<file path="config.mk">
export PLATFORM = sky130hd
export DESIGN_NAME = imm_encoder
export DESIGN_NICKNAME = d
export VERILOG_FILES = /design/src/rtl/imm_encoder.sv
export SDC_FILE = /design/constraint.sdc
export NUM_CORES = 1
export LEC_CHECK = 0
export CORE_MARGIN = 2
export CORE_UTILIZATION = 35
export CTS_CLUSTER_SIZE = 16
export DETAILED_ROUTE_END_ITERATION = 8
export PLACE_DENSITY = 0.7
export SKIP_LAST_GASP = 1
export SYNTH_ARGS = -nofsm -noshare
export SYNTH_HDL_FRONTEND = slang
export SYNTH_SLANG_ARGS = --single-unit
</file>
<file path="constraint.sdc">
create_clock -name clk -period 1.89 [get_ports clk]
set_input_delay 0.378 -clock clk [delete_from_list [all_inputs] [get_ports clk]]
set_output_delay 0.378 -clock clk [all_outputs]
set_load 0.01 [all_outputs]
</file>
<file path="src/rtl/imm_encoder.sv">
// Two-stage RISC-V immediate encoder: scatters an immediate into an instruction template and numbers the words with imem addresses.
// Optional build macro IMM_ENC_STRICT_EN drops erroneous words instead of presenting them with out_err set.
module imm_encoder #(
    parameter int unsigned           ADDR_W    = 32,
    parameter logic [ADDR_W-1:0]     BASE_ADDR = '0
) (
    input  logic              clk,
    input  logic              rst,
    input  logic              in_valid,
    output logic              in_ready,
    input  logic [2:0]        in_sel,
    input  logic [31:0]       in_template,
    input  logic [31:0]       in_imm,
    output logic              out_valid,
    input  logic              out_ready,
    output logic [31:0]       out_instr,
    output logic [ADDR_W-1:0] out_addr,
    output logic              out_err,
    output logic [15:0]       err_count
);

    logic              s1_valid_q, s1_valid_d;
    logic [2:0]        s1_sel_q, s1_sel_d;
    logic [31:0]       s1_tmpl_q, s1_tmpl_d;
    logic [31:0]       s1_imm_q, s1_imm_d;
    logic              s2_valid_q, s2_valid_d;
    logic [31:0]       s2_instr_q, s2_instr_d;
    logic              s2_err_q, s2_err_d;
    logic [ADDR_W-1:0] addr_q, addr_d;
    logic [15:0]       err_cnt_q, err_cnt_d;

    logic [31:0] enc_instr;
    logic        enc_err;
    logic        s2_show, s2_fire, s2_free, s1_adv, in_hs, out_hs;

    always_comb begin
        enc_instr = s1_tmpl_q;
        enc_err   = 1'b0;
        unique case (s1_sel_q)
            3'b000: begin
                enc_instr = {s1_imm_q[11:0], s1_tmpl_q[19:0]};
                enc_err   = !((s1_imm_q[31:11] == '0) || (s1_imm_q[31:11] == '1));
            end
            3'b001: begin
                enc_instr = {s1_imm_q[11:5], s1_tmpl_q[24:12], s1_imm_q[4:0], s1_tmpl_q[6:0]};
                enc_err   = !((s1_imm_q[31:11] == '0) || (s1_imm_q[31:11] == '1));
            end
            3'b010: begin
                enc_instr = {s1_tmpl_q[31:25], s1_imm_q[4:0], s1_tmpl_q[19:0]};
                enc_err   = (s1_imm_q[31:5] != '0);
            end
            3'b011: begin
                enc_instr = {s1_imm_q[31:12], s1_tmpl_q[11:0]};
                enc_err   = (s1_imm_q[11:0] != '0);
            end
            3'b100: begin
                enc_instr = {s1_imm_q[12], s1_imm_q[10:5], s1_tmpl_q[24:12],
                             s1_imm_q[4:1], s1_imm_q[11], s1_tmpl_q[6:0]};
                enc_err   = !((s1_imm_q[31:12] == '0) || (s1_imm_q[31:12] == '1)) || s1_imm_q[0];
            end
            3'b101: begin
                enc_instr = {s1_imm_q[20], s1_imm_q[10:1], s1_imm_q[11], s1_imm_q[19:12],
                             s1_tmpl_q[11:0]};
                enc_err   = !((s1_imm_q[31:20] == '0) || (s1_imm_q[31:20] == '1)) || s1_imm_q[0];
            end
            default: begin
                enc_instr = s1_tmpl_q;
                enc_err   = 1'b1;
            end
        endcase
    end

`ifdef IMM_ENC_STRICT_EN
    // An erroneous word is never shown and retires on its own in one cycle.
    assign s2_show = s2_valid_q && !s2_err_q;
    assign s2_fire = s2_valid_q && (s2_err_q || out_ready);
    assign out_err = 1'b0;
`else
    assign s2_show = s2_valid_q;
    assign s2_fire = s2_valid_q && out_ready;
    assign out_err = s2_err_q;
`endif

    assign s2_free   = !s2_valid_q || s2_fire;
    assign s1_adv    = s1_valid_q && s2_free;
    assign in_ready  = !s1_valid_q || s2_free;
    assign in_hs     = in_valid && in_ready;
    assign out_hs    = s2_show && out_ready;
    assign out_valid = s2_show;
    assign out_instr = s2_instr_q;
    assign out_addr  = addr_q;
    assign err_count = err_cnt_q;

    always_comb begin
        s1_valid_d = s1_valid_q;
        s1_sel_d   = s1_sel_q;
        s1_tmpl_d  = s1_tmpl_q;
        s1_imm_d   = s1_imm_q;
        s2_valid_d = s2_valid_q;
        s2_instr_d = s2_instr_q;
        s2_err_d   = s2_err_q;
        addr_d     = addr_q;
        err_cnt_d  = err_cnt_q;

        if (in_hs) begin
            s1_valid_d = 1'b1;
            s1_sel_d   = in_sel;
            s1_tmpl_d  = in_template;
            s1_imm_d   = in_imm;
        end else if (s1_adv) begin
            s1_valid_d = 1'b0;
        end

        if (s2_free) begin
            s2_valid_d = s1_valid_q;
            if (s1_valid_q) begin
                s2_instr_d = enc_instr;
                s2_err_d   = enc_err;
            end
        end

        if (out_hs)
            addr_d = addr_q + ADDR_W'(4);
        if (s2_fire && s2_err_q && (err_cnt_q != '1))
            err_cnt_d = err_cnt_q + 16'd1;
    end

    always_ff @(posedge clk) begin
        if (rst) begin
            s1_valid_q <= 1'b0;
            s1_sel_q   <= '0;
            s1_tmpl_q  <= '0;
            s1_imm_q   <= '0;
            s2_valid_q <= 1'b0;
            s2_instr_q <= '0;
            s2_err_q   <= 1'b0;
            addr_q     <= BASE_ADDR;
            err_cnt_q  <= '0;
        end else begin
            s1_valid_q <= s1_valid_d;
            s1_sel_q   <= s1_sel_d;
            s1_tmpl_q  <= s1_tmpl_d;
            s1_imm_q   <= s1_imm_d;
            s2_valid_q <= s2_valid_d;
            s2_instr_q <= s2_instr_d;
            s2_err_q   <= s2_err_d;
            addr_q     <= addr_d;
            err_cnt_q  <= err_cnt_d;
        end
    end

endmodule

</file>
==> metrics.txt, run 1 <==
status=completed; DIE WIDTH=138 um; Worst Setup SP=out_ready; Crit. End Element=register; fin. max-slew vios=0; Mean Syn Cell Area=roughly 8 sq um; sw frac=between 20% and 30%; minimum clock period=between 1500 and 2000 ps; # DRC=0; Post-DP HPWL=12200 um; htree depth=4; largest net degree at the start of global routing=87; number of global-route vias before repair=approximately 5500; total grt overflow=0; count of cell types in the netlist=between 40 and 50; worst skew pair latency=410 ps; Worst R2R End=out_err$_SDFFE_PP0P_; Hold Path Class=in -> reg; Seq/Total Area, Yosys=about 47%; row cnt=48; Placer Congestion=about 0.86; sum of negative setup slack=0 ps; Initial Util=between 30% and 40%; reg2reg start=s1_imm_q[30]$_SDFFE_PP0P_; R2R cell count=6; via count=between 5000 and 6000; total CTS buffers=17; critical-path cell list=clkdlybuf4s50_1, buf_4, nand4_1, nor2_1, nand3_2, or3_1, a21oi_1; Crit Path Max Fanout=4; TritonCTS Sinks=148; antenna viol nets, final=0; hold buffers post-CTS=0; initial antenna violation count=1; Clock Skews=approximately 6.5 ps; CTS tree=yes; Crit Path Class=in -> reg; Tot Pwr=between 7 and 8 mW; Final setup viols=0; global-route wire length before repair=approximately 27000 um; Seq cells post-synth=around 150; Post-Route WL=17300 um; slowest stage delay, CP=just over 500 ps; die height=~140 um; Critical Path RT=2240 ps; Boundary Pins=154; Clk pwr share=between 40 and 50%; Ys Warns=0; Gate power share=roughly a tenth; sequential power share=45.5%; Clk pin slew, worst setup/hold paths=60 ps; CP arrival=approximately 2200 ps; nets=about 1000; CTS max path bufs=2; Final period util=96.4%; PwrDens=822 nW/um^2; worst-margin pin slew=524 ps; port buffer count=~150; Via density=~5; final hold slack=about 440 ps; Clock Tree Root=clkbuf_16; Area Growth Syn to Fin=42.5%; Slew HR=about two thirds; crit path launch type=primary input; f_max=approximately 550 MHz; Max-Cap Viols=0; sw power=around 1.7 mW; Slowest-stage cell, CP=clkdlybuf4s50_1; Pleak=3.34 nW; Total Routing Usage GR=a little under a fifth; # diodes=0; core area=17400 sq um; worst vdd ir=~0.0006 V; DRT Pass-1 Iters=5; utilization after layout=51.2%; layout cells sized above 1=between 10% and 20%; initial drt markers=~330; die area=between 15000 and 20000 sq um; Final Hold Viols=0; Int Power=5.59 mW; reg2reg setup slack=~90 ps; Cell Area, Synth=around 6200 sq um; fillcell total=between 1500 and 2000; average wire per standard cell=approximately 15 um; Placed Cells=around 1200; synthesized instance count=about 770; crit path capture=out_addr[31]$_SDFFE_PP0P_; Post-Layout Cell Count=roughly 1200
[sequential cells by signal (all words and copies together) (netlist names)]
signal	count
out_valid	1
s1_valid_q	1
s1_tmpl_q	32
s1_sel_q	3
err_count	16
out_addr	30
out_err	1
s1_imm_q	32
out_instr	32
[worst min path at each step]
stage / startpoint / to / depth (start not counted)
global placement: s1_tmpl_q[3]$_SDFFE_PP0P_ / out_instr[3]$_SDFFE_PP0P_ / 2
CTS: rst / s1_imm_q[18]$_SDFFE_PP0P_ / 3
finish: rst / s1_imm_q[18]$_SDFFE_PP0P_ / 3
detailed placement: s1_tmpl_q[5]$_SDFFE_PP0P_ / out_instr[5]$_SDFFE_PP0P_ / 2
global route: rst / s1_tmpl_q[18]$_SDFFE_PP0P_ / 3
floorplan: s1_tmpl_q[0]$_SDFFE_PP0P_ / out_instr[0]$_SDFFE_PP0P_ / 2
[per-layer routing]
layer | GRT usage [%] | vias to the layer above | routed length, um | share of wire [%]
li1 | - | 2968 | - | -
met1 | 23.1 | 2653 | 7760 | 45
met2 | 30.0 | 136 | 8210 | 48
met3 | 5.89 | 26 | 988 | 5.7
met4 | 5.44 | 2 | 282 | 1.6
met5 | 0 | - | 11 | 0.064
[cells in the mapped netlist, drive strengths merged]
cell type,count,share of area (%)
nand2,184,11
dfxtp,148,47
a21oi,106,8.5
nor2,78,4.7
clkbuf,35,2.1
xor2,29,4.1
mux2i,26,4.2
nand4,20,2.2
nand3,19,1.7
buf,17,1.3
a211oi,14,1.7
xnor2,10,1.4
and3,9,0.90
nor4,7,0.94
o21ai,7,0.56
or3,7,0.70
a22oi,6,0.72
o2bb2ai,6,0.84
and4,5,0.74
nor3,5,0.40
o22ai,5,0.50
a22o,4,0.56
and2,4,0.40
inv,4,0.24
nand2b,3,0.30
nor2b,3,0.30
a31oi,2,0.30
ha,2,0.40
o211ai,2,0.24
a311oi,1,0.14
clkinv,1,0.060
conb,1,0.060
o21bai,1,0.12
o31ai,1,0.12
or4,1,0.12
[layout by cell type (no fill, tap or decap), drive strengths merged, types with 5 or more instances in the layout]
cell           instances
nand2                184
clkdlybuf4s50        149
dfxtp                148
a21oi                106
nor2                  78
buf                   55
xor2                  29
mux2i                 26
clkbuf                23
nand4                 20
nand3                 19
a211oi                14
xnor2                 10
and3                   9
o21ai                  7
or3                    7
nor4                   7
o2bb2ai                6
a22oi                  6
o22ai                  5
nor3                   5
and4                   5
[cell type report]
cell class | count | area, sq um | share of cell area [%]
well taps | 225 | 282 | 3.17
flip-flops and latches | 148 | 2960 | 33.3
clock buffers | 23 | 498 | 5.60
clock inverters | 7 | 73.8 | 0.830
inverters | 5 | 18.8 | 0.211
repair buffers | 204 | 1990 | 22.4
multi-input cells | 569 | 3070 | 34.5
[metrics by stage]
| stage | instance area, sq um | setup slack (ps) |
|---|---|---|
| 3_5_place_dp | 8320 | -302 |
| 6_report | 8890 | 67.9 |
| 5_1_grt | 8890 | -2.94 |
| 3_3_place_gp | 8320 | -298 |
| 2_1_floorplan | 6250 | 150 |
| 4_1_cts | 8890 | 29.0 |
[repair_timing]
item | CTS | global route
setup buffers | 0 | 0
endpoints found under the setup margin | 1 | 2
pin swaps | 0 | 0
gates resized for setup | 3 | 2
[power groups by stage]
stage                     combinational, mW  clock (mW)  sequential, mW
after floorplan                       0.359           0            3.39
after global placement                0.744           0            3.39
after detailed placement              0.752           0            3.39
after CTS                             0.755        3.30            3.33
after global routing                  0.822        3.43            3.34
final                                 0.749        3.23            3.33
[cells by family after synthesis]
group                    share of synthesized area [%]
AO/OA/AOI/OAI                                     14.3
XOR/XNOR                                          5.47
adder cells (fa/ha/maj)                          0.401
buffers and inverters                             3.69
flip-flops                                        47.5
multiplexers                                      4.17
other                                           0.0601
AND/OR/NAND/NOR                                   24.5
[critical path, delay by kind of cell]
family	cells	cell delay [ps]
AOI/OAI and AO/OA	1	150
buffers and inverters	2	640
and+or+nand+nor	4	1010
Note: power is estimated with default switching activity, not from simulation.
==> run 2, diff against run 1 <==
CTS_CLUSTER_DIAMETER = 200   (was unset)
REMOVE_ABC_BUFFERS = 1   (was unset)
==> metrics.txt, run 2 (synthesis results as in run 1) <==
die area=18900 sq um (unchanged); number of global-route vias before repair=5301 (-3.5%); wire length on met2=7270 um (-11%); Placed Area=8280 sq um (-0.48%); nets=1014 (-0.39%); via count=5801 (+0.28%); port buffer count=151 (unchanged); initial drt markers=292 (-11%); design area=8930 sq um (+0.41%); DRT Pass-1 Iters=4 (-1); R2R cell count=5 (-1); DIE WIDTH=138 um (unchanged); Crit. End Element=primary output; TritonCTS Sinks=148 (unchanged); Hold Crit Endpoint=s1_tmpl_q[19]$_SDFFE_PP0P_; # DRC=0 (unchanged); minimum clock period=1830 ps (+9.93 ps); WL met3=888 um (-10%); Hold Path Class=in -> reg; Area Growth Syn to Fin=43.1%; Clk pin slew, worst setup/hold paths=60 ps (about the same); Hold Crit Depth=2 (-1); total CTS buffers=17 (unchanged); unrepaired setup endpoints after global routing=true; Crit Path Class=in -> out; crit path launch type=primary input; antenna viol nets, final=0 (unchanged); Worst Setup SP=out_ready; core area=17400 sq um (unchanged); utilization after layout=51.4% (+0.21 points); storage element area=2960 sq um (unchanged); CTS tree=yes; status=completed; htree depth=4 (unchanged); Final setup viols=0 (unchanged); most common cell after layout, fill and taps aside=nand2_1; layout cells sized above 1=9.96% (-0.19 points); die height=138 um (unchanged); Max-Cap Viols=0 (unchanged); Post-Route WL=16100 um (-6.7%); Clock Skews=7.03 ps (+0.533 ps); # diodes=0 (unchanged); Slew HR=59.5% (-5.6 points); most frequent cells in the layout=nand2_1, dfxtp_1, clkdlybuf4s50_1; global-route wire length before repair=25900 um (-4.4%); reg2reg setup slack=120 ps (+30 ps); total grt overflow=0 (unchanged); reg2reg start=out_addr[9]$_SDFFE_PP0P_; Final period util=96.9% (+0.53 points); f_max=546 MHz (-0.54%); Final Hold Viols=0 (unchanged); largest net degree at the start of global routing=98 (+13%); Worst R2R End=out_addr[31]$_SDFFE_PP0P_; hold buffers post-CTS=0 (unchanged); PwrDens=849 nW/um^2 (+3.3%); fin. max-slew vios=0 (unchanged); Placer Congestion=0.776 (-9.2%); hold_sp=rst; CP arrival=1450 ps (-720 ps); final hold slack=164 ps (-278 ps); average wire per standard cell=13.7 um (-6.5%); Clock Tree Root=clkbuf_16; worst-margin pin slew=608 ps (+84.5 ps); row cnt=48 (unchanged); Post-DP HPWL=11500 um (-6.4%); fillcell total=1654 (-0.60%); CTS max path bufs=2 (unchanged); critical-path cell list=clkdlybuf4s50_1, nor2b_2, nand2_1, dlygate4sd2_1; Pleak=3.38 nW (+1.3%); Via density=4.92 (+0.45%); M1 WL=7680 um (-1.1%); slowest stage delay, CP=490 ps (-20 ps); Critical Path RT=1510 ps (-730 ps); Initial Util=36.0% (unchanged); worst vdd ir=0.000653 V (+6.0%); Boundary Pins=154 (unchanged); area of the multi-input gates=3070 sq um (about the same); Slowest-stage cell, CP=clkdlybuf4s50_1; initial antenna violation count=0 (-1); DR top layer=met4; Total Routing Usage GR=17.6% (-0.79 points); worst skew pair latency=420 ps (about the same); Crit Path Max Fanout=4 (unchanged)
run 2: cell types whose count changed in the layout (fill, tap and decap cells not counted), moves of 2 or more:
| cell | delta |
|---|---|
| buf_4 | -5 |
| dlymetal6s2s_1 | +2 |
| clkinv_2 | +4 |
| clkdlybuf4s50_1 | -2 |
| clkbuf_8 | -5 |
| bufinv_16 | +3 |
run 2: how the worst max path moves through the flow:
stage                                             to  slack, ps  cells past startpoint
after CTS                                   in_ready          5                      4
after detailed placement   out_addr[31]$_SDFFE_PP0P_       -210                      6
final                                       in_ready         60                      4
after global routing                        in_ready       -0.8                      4
after floorplan           out_instr[25]$_SDFFE_PP0P_       -770                      5
after global placement                      in_ready       -210                      4
run 2: metal layers:
layer | global-route usage [%] | up-vias
met4 | 6.70 | 0
met2 | 27.5 | 149
met3 | 4.08 | 18
met5 | 0 | -
li1 | - | 2975
met1 | 23.6 | 2659
run 2: power breakdown:
part | total [mW] | switching, mW | internal, mW
Combinational | 0.730 | 0.349 | 0.382
Sequential | 3.33 | 0.0948 | 3.24
Clock | 3.52 | 1.32 | 2.20
Total | 7.58 | 1.76 | 5.82
run 2: per-stage QoR:
step | total power [mW] | setup slack [ps] | std cells | TNS (ps)
2_1_floorplan | 3.68 | -766 | 722 | -33300
3_3_place_gp | 4.12 | -208 | 1144 | -3940
3_5_place_dp | 4.14 | -208 | 1144 | -4460
4_1_cts | 7.66 | 5.39 | 1176 | 0
5_1_grt | 7.87 | -0.814 | 1179 | -0.814
6_report | 7.58 | 58.0 | 1179 | 0
run 2: repair_timing:
action | 4_1_cts | 5_1_grt
endpoints found under the setup margin | 1 | 7
hold endpoints to repair | 0 | 0
gates resized for setup | 1 | 4
pin swaps | 0 | 2
setup buffers | 0 | 3
run 2: critical path: cells and delay by family:
kind / cells / cell delay [ps]
AND/OR/NAND/NOR: 2 / 270
buffers and inverters: 2 / 800
run 2: area by class of cell:
type / instances / share of cell area (%)
Clock inverter: 14 / 2.07
Multi-Input combinational cell: 569 / 34.4
Sequential cell: 148 / 33.2
Inverter: 5 / 0.210
Clock buffer: 18 / 4.81
Tap cell: 225 / 3.15
Timing Repair Buffer: 200 / 22.2
